<file path="src/rtl/vector_descrambler_if.sv">
// Streaming handshake bundle for the x^7+x^6+1 descrambler: input word stream,
// output word stream and the resync/lock sideband.
interface vector_descrambler_if #(
    parameter int SIZE = 8
);
    logic [SIZE-1:0] in_data;
    logic            in_valid;
    logic            in_ready;
    logic [SIZE-1:0] out_data;
    logic            out_valid;
    logic            out_ready;
    logic            resync;
    logic            locked;

    modport master (
        output in_data, in_valid, out_ready, resync,
        input  in_ready, out_data, out_valid, locked
    );

    modport slave (
        input  in_data, in_valid, out_ready, resync,
        output in_ready, out_data, out_valid, locked
    );
endinterface

</file>
<file path="src/rtl/vector_descrambler.sv">
// Self-synchronising x^7+x^6+1 word descrambler with SYNC/HUNT/LOCKED idle detection
// and a single registered output stage.
module vector_descrambler #(
    parameter int SIZE       = 8,
    parameter int LOCK_COUNT = 4
) (
    input logic                 clk,
    input logic                 rst_n,
    vector_descrambler_if.slave bus
);
    typedef enum logic [1:0] {SYNC, HUNT, LOCKED} state_t;

    state_t          state, state_nxt;
    logic [6:0]      h, h_nxt;
    logic [7:0]      zero_cnt, zero_cnt_nxt;
    logic [SIZE-1:0] out_data_q, out_data_nxt;
    logic            out_valid_q, out_valid_nxt;
    logic            locked_q;
    logic            rdy_en;
    logic [SIZE+6:0] ext;
    logic [SIZE-1:0] descr;
    logic            accept;

    // rdy_en keeps the input closed during reset and for the first cycle after it
    assign bus.in_ready  = rdy_en & ~bus.resync & (~out_valid_q | bus.out_ready);
    assign accept        = bus.in_valid & bus.in_ready;
    assign bus.out_data  = out_data_q;
    assign bus.out_valid = out_valid_q;
    assign bus.locked    = locked_q;

    // ext lays the 7 history bits below bit 0 in arrival order: ext[k+7] = s[k]
    always_comb begin
        ext   = {bus.in_data, 7'b0};
        descr = '0;
        for (int unsigned j = 0; j < 7; j++) begin
            ext[6-j] = h[j];
        end
        for (int unsigned k = 0; k < SIZE; k++) begin
            descr[k] = ext[k+7] ^ ext[k+1] ^ ext[k];
        end
    end

    always_comb begin
        state_nxt     = state;
        h_nxt         = h;
        zero_cnt_nxt  = zero_cnt;
        out_data_nxt  = out_data_q;
        out_valid_nxt = out_valid_q & ~bus.out_ready;
        if (bus.resync) begin
            state_nxt    = SYNC;
            h_nxt        = '0;
            zero_cnt_nxt = '0;
        end else if (accept) begin
            for (int unsigned j = 0; j < 7; j++) begin
                h_nxt[j] = bus.in_data[SIZE-1-j];
            end
            case (state)
                SYNC: state_nxt = HUNT;
                HUNT: begin
                    out_data_nxt  = descr;
                    out_valid_nxt = 1'b1;
                    if (descr != '0) begin
                        zero_cnt_nxt = '0;
                    end else if (zero_cnt != 8'(LOCK_COUNT)) begin
                        zero_cnt_nxt = zero_cnt + 8'd1;
                    end
                    if (zero_cnt_nxt == 8'(LOCK_COUNT)) begin
                        state_nxt = LOCKED;
                    end
                end
                LOCKED: begin
                    out_data_nxt  = descr;
                    out_valid_nxt = 1'b1;
                end
                default: state_nxt = SYNC;
            endcase
        end
    end

    always_ff @(posedge clk or negedge rst_n) begin
        if (!rst_n) begin
            state       <= SYNC;
            h           <= '0;
            zero_cnt    <= '0;
            out_data_q  <= '0;
            out_valid_q <= 1'b0;
            locked_q    <= 1'b0;
            rdy_en      <= 1'b0;
        end else begin
            state       <= state_nxt;
            h           <= h_nxt;
            zero_cnt    <= zero_cnt_nxt;
            out_data_q  <= out_data_nxt;
            out_valid_q <= out_valid_nxt;
            locked_q    <= (state_nxt == LOCKED);
            rdy_en      <= 1'b1;
        end
    end
endmodule

</file>
<file path="src/flat_wrapper.sv">
// flat-port wrapper written by rule: the top's interface ports become plain ports
module vector_descrambler_flat 
#(
    parameter int SIZE       = 8,
    parameter int LOCK_COUNT = 4
)
  (clk, rst_n, bus_in_data, bus_in_valid, bus_out_ready, bus_resync, bus_in_ready, bus_out_data, bus_out_valid, bus_locked);
  vector_descrambler_if #(.SIZE(SIZE)) bus_i ();
  input logic clk;
  input logic rst_n;
  input wire logic [$bits(bus_i.in_data)-1:0] bus_in_data;
  input wire logic [$bits(bus_i.in_valid)-1:0] bus_in_valid;
  input wire logic [$bits(bus_i.out_ready)-1:0] bus_out_ready;
  input wire logic [$bits(bus_i.resync)-1:0] bus_resync;
  output wire logic [$bits(bus_i.in_ready)-1:0] bus_in_ready;
  output wire logic [$bits(bus_i.out_data)-1:0] bus_out_data;
  output wire logic [$bits(bus_i.out_valid)-1:0] bus_out_valid;
  output wire logic [$bits(bus_i.locked)-1:0] bus_locked;
  assign bus_i.in_data = bus_in_data;
  assign bus_i.in_valid = bus_in_valid;
  assign bus_i.out_ready = bus_out_ready;
  assign bus_i.resync = bus_resync;
  assign bus_in_ready = bus_i.in_ready;
  assign bus_out_data = bus_i.out_data;
  assign bus_out_valid = bus_i.out_valid;
  assign bus_locked = bus_i.locked;
  vector_descrambler #(.SIZE(SIZE), .LOCK_COUNT(LOCK_COUNT)) u_core (.clk(clk), .rst_n(rst_n), .bus(bus_i));
endmodule
</file>
<file path="config.mk">
export PLATFORM = sky130hd
export DESIGN_NAME = vector_descrambler_flat
export DESIGN_NICKNAME = d
export VERILOG_FILES = /design/src/rtl/vector_descrambler_if.sv /design/src/rtl/vector_descrambler.sv /design/src/flat_wrapper.sv
export SDC_FILE = /design/constraint.sdc
export NUM_CORES = 1
export LEC_CHECK = 0
export ABC_AREA = 1
export CAP_MARGIN = 20
export CORE_MARGIN = 2
export CORE_UTILIZATION = 50
export DETAILED_ROUTE_END_ITERATION = 12
export HOLD_SLACK_MARGIN = 0.15
export PLACE_DENSITY = 0.75
export SLEW_MARGIN = 20
export SYNTH_ARGS = -nofsm -noshare
export SYNTH_HDL_FRONTEND = slang
export SYNTH_SLANG_ARGS = --single-unit
</file>
<file path="constraint.sdc">
create_clock -name clk -period 2.72 [get_ports clk]
set_input_delay 0.408 -clock clk [delete_from_list [all_inputs] [get_ports clk]]
set_output_delay 0.408 -clock clk [all_outputs]
set_load 0.005 [all_outputs]
</file>
==> metrics <==
f_max=501 MHz; number of top-level pins=24; sort of element at the start of the critical path=input pin; routed length per placed instance=11.7 um; violation count after the first detailed-routing iteration=73; number of buffers on the longest clock path=2; fin crit share=73.4%; Post-Syn Nets=250; layout cells sized above 1=9.69%; height of the chip=62.0 um; HP Class=input pin to asynchronous set/reset pin; root buffer selected by CTS=clkbuf_4; number of distinct library cell variants in the gate-level netlist after synthesis=26; final RePlAce weighted congestion=1.03; number of endpoints with negative hold slack in the final report=0; data arrival time of the critical path=1.59 ns; post-DR vias/cell=5.08; register area share after synthesis=41.6%; Final #Nets=278; clock insertion delay at the later pin of the skew report=0.33 ns; PD cells=488 mW/mm2; Pleak=1.03 nW; cell area after synthesis=0.00168 mm2; number of H-tree branching levels=1; cell count of the worst reg-to-reg path=15; Post-CTS Hold Fix Bufs=0; port buffer count=23; Req. time, crit path=2.31 ns; post-route cell area=0.00203 mm2; half-perimeter wire length after placement=2700 um; Cell Rows=21; largest net degree at the start of global routing=29; number of search-and-repair iterations in the first detailed-routing pass=4; number of antenna violations at the first check in global routing=0; worst voltage drop across the vdd grid=0.281 mV; most common cell after layout, fill and taps aside=nand2_1; Worst setup EP type=primary output; Layout Utilization=61.9%; clock skew after layout=0.00413 ns; total of endpoints with negative setup slack in the final report=0; result of the run=finished, final reports clean; floorplan die area=0.00385 mm2; CTS tree=built; Std-Cell Core Area=0.00328 mm2; wire length of the first global-routing pass=6110 um; DRT Wirelength=3570 um; Synth Warn #=0; post-synthesis async set-or-reset flop share=100%; start-to-end type of the worst setup path=input pin to primary output; Antenna Nets Post-Route=0; post-route DRC violation count=0; CTS buffer count=3; crit path max fanout=2; TritonCTS Sinks=28; global route overflow=0; main flop type after synthesis=dfrtp_1; minimum clock period=2.00 ns; number of synthesized flops with an enable pin=0; number of inserted diodes=0; synthesized area divided by synthesized cell count=7.29 um2; Post-CTS Repair Setup Buffers=0; vias in the first global route=1,399; effective utilization at floorplan=51.3%; Reg clk slew, reported paths=0.16 ns; Fin Setup TNS=0 ns; die extent in x=62.0 um; number of standard cells after synthesis=231; commonest cells after routing, fill and taps aside=79 x nand2_1, 29 x inv_1, 28 x dfrtp_1, 23 x clkdlybuf4s50_1, 19 x nand3_1; number of register bits inferred by synthesis=28; setup repair after global routing missed its margin=no; quantity of gates resized following cts=0; via count of the routed design=1,543; area growth from synthesis to layout=20.7%; total cell area at the placement stage=0.00198 mm2; max-slew violation total from the final report=0; aggregate global-route resource usage=21.4%; number of max-capacitance violations reported=0
power by group:
| group | internal [W] | switching, W | leakage, nW | total, W |
|---|---|---|---|---|
| sequential | 0.000462 | 0.0000277 | 0.376 | 0.000489 |
| clock | 0.000149 | 0.000132 | 0.0279 | 0.000281 |
| combinational | 0.000121 | 0.0000998 | 0.630 | 0.000221 |
| total | 0.000732 | 0.000259 | 1.03 | 0.000991 |
metal layers:
layer / global-route usage [%] / part of all wire [%] / vias to the layer above
met1: 30.7 / 51 / 711
met3: 1.86 / 3.6 / 2
met2: 34.4 / 45 / 34
met4: 6.69 / 0.64 / 0
li1: - / - / 796
met5: 0 / 0 / -
cell usage after synthesis (all sizes together), types with 3 or more instances:
master | number | area share [%]
nand3 | 19 | 5.6
nor2 | 10 | 3.4
nand4 | 3 | 1.1
nand2 | 88 | 21
inv | 34 | 7.6
o22ai | 11 | 4.1
o21ai | 15 | 4.5
dfrtp | 28 | 42
ha | 6 | 4.5
final timing paths:
kind                                                    start                                 end  slack [ns]
hold reg to reg            u_core.bus.out_data[4]$_DFFE_PN0P_  u_core.bus.out_data[4]$_DFFE_PN0P_        0.50
min in group clk           u_core.bus.out_data[4]$_DFFE_PN0P_  u_core.bus.out_data[4]$_DFFE_PN0P_        0.50
max in group asynchronous                               rst_n      u_core.zero_cnt[4]$_DFFE_PN0P_        2.03
setup / recovery                                bus_out_ready                        bus_in_ready        0.72
setup reg to reg               u_core.zero_cnt[0]$_DFFE_PN0P_         u_core.bus.locked$_DFF_PN0_        0.73
hold / removal                                          rst_n             u_core.h[4]$_DFFE_PN0P_        0.42
flip-flops by register name, indices dropped and copies added (netlist names):
signal and count:
u_core.bus.out_data 8, u_core.zero_cnt 8, u_core.h 7, u_core.state 2, u_core.bus.locked 1, u_core.bus.out_valid 1, u_core.rdy_en 1
worst max-delay path, cell delays in order:
cell and delay [ns]:
clkdlybuf4s50_1 0.46, o21ai_0 0.08, nor2_1 0.12, clkdlybuf4s50_1 0.51
kinds of logic (layout without fill, tap and decap cells):
logic type | count (synthesis) | count (layout) | synth area share, %
simple gates | 122 | 122 | 32.2
other cells | 1 | 1 | 0.223
buf+inv | 38 | 65 | 8.54
flops | 28 | 28 | 41.6
xor+xnor | 3 | 3 | 1.56
fa+ha+maj | 6 | 6 | 4.46
compound gates | 33 | 33 | 11.4
layout make-up:
type,instances,area [um2]
repair buffers,25,245
clock inverters,1,30.0
well taps,46,57.6
flip-flops and latches,28,701
fillers,310,1250
clock buffers,3,22.5
multi-input cells,165,840
inverters,36,136
per-stage QoR:
stage	instances	power [W]	worst slack, ns	hold slack [ns]
final	304	0.000991	0.723	0.419
after global placement	300	0.000718	0.442	0.466
after global routing	304	0.00105	0.415	0.433
after floorplan	231	0.000592	1.05	0.112
after CTS	304	0.000999	0.711	0.426
after detailed placement	300	0.000720	0.415	0.473
Note: power is estimated with default switching activity, not from simulation.
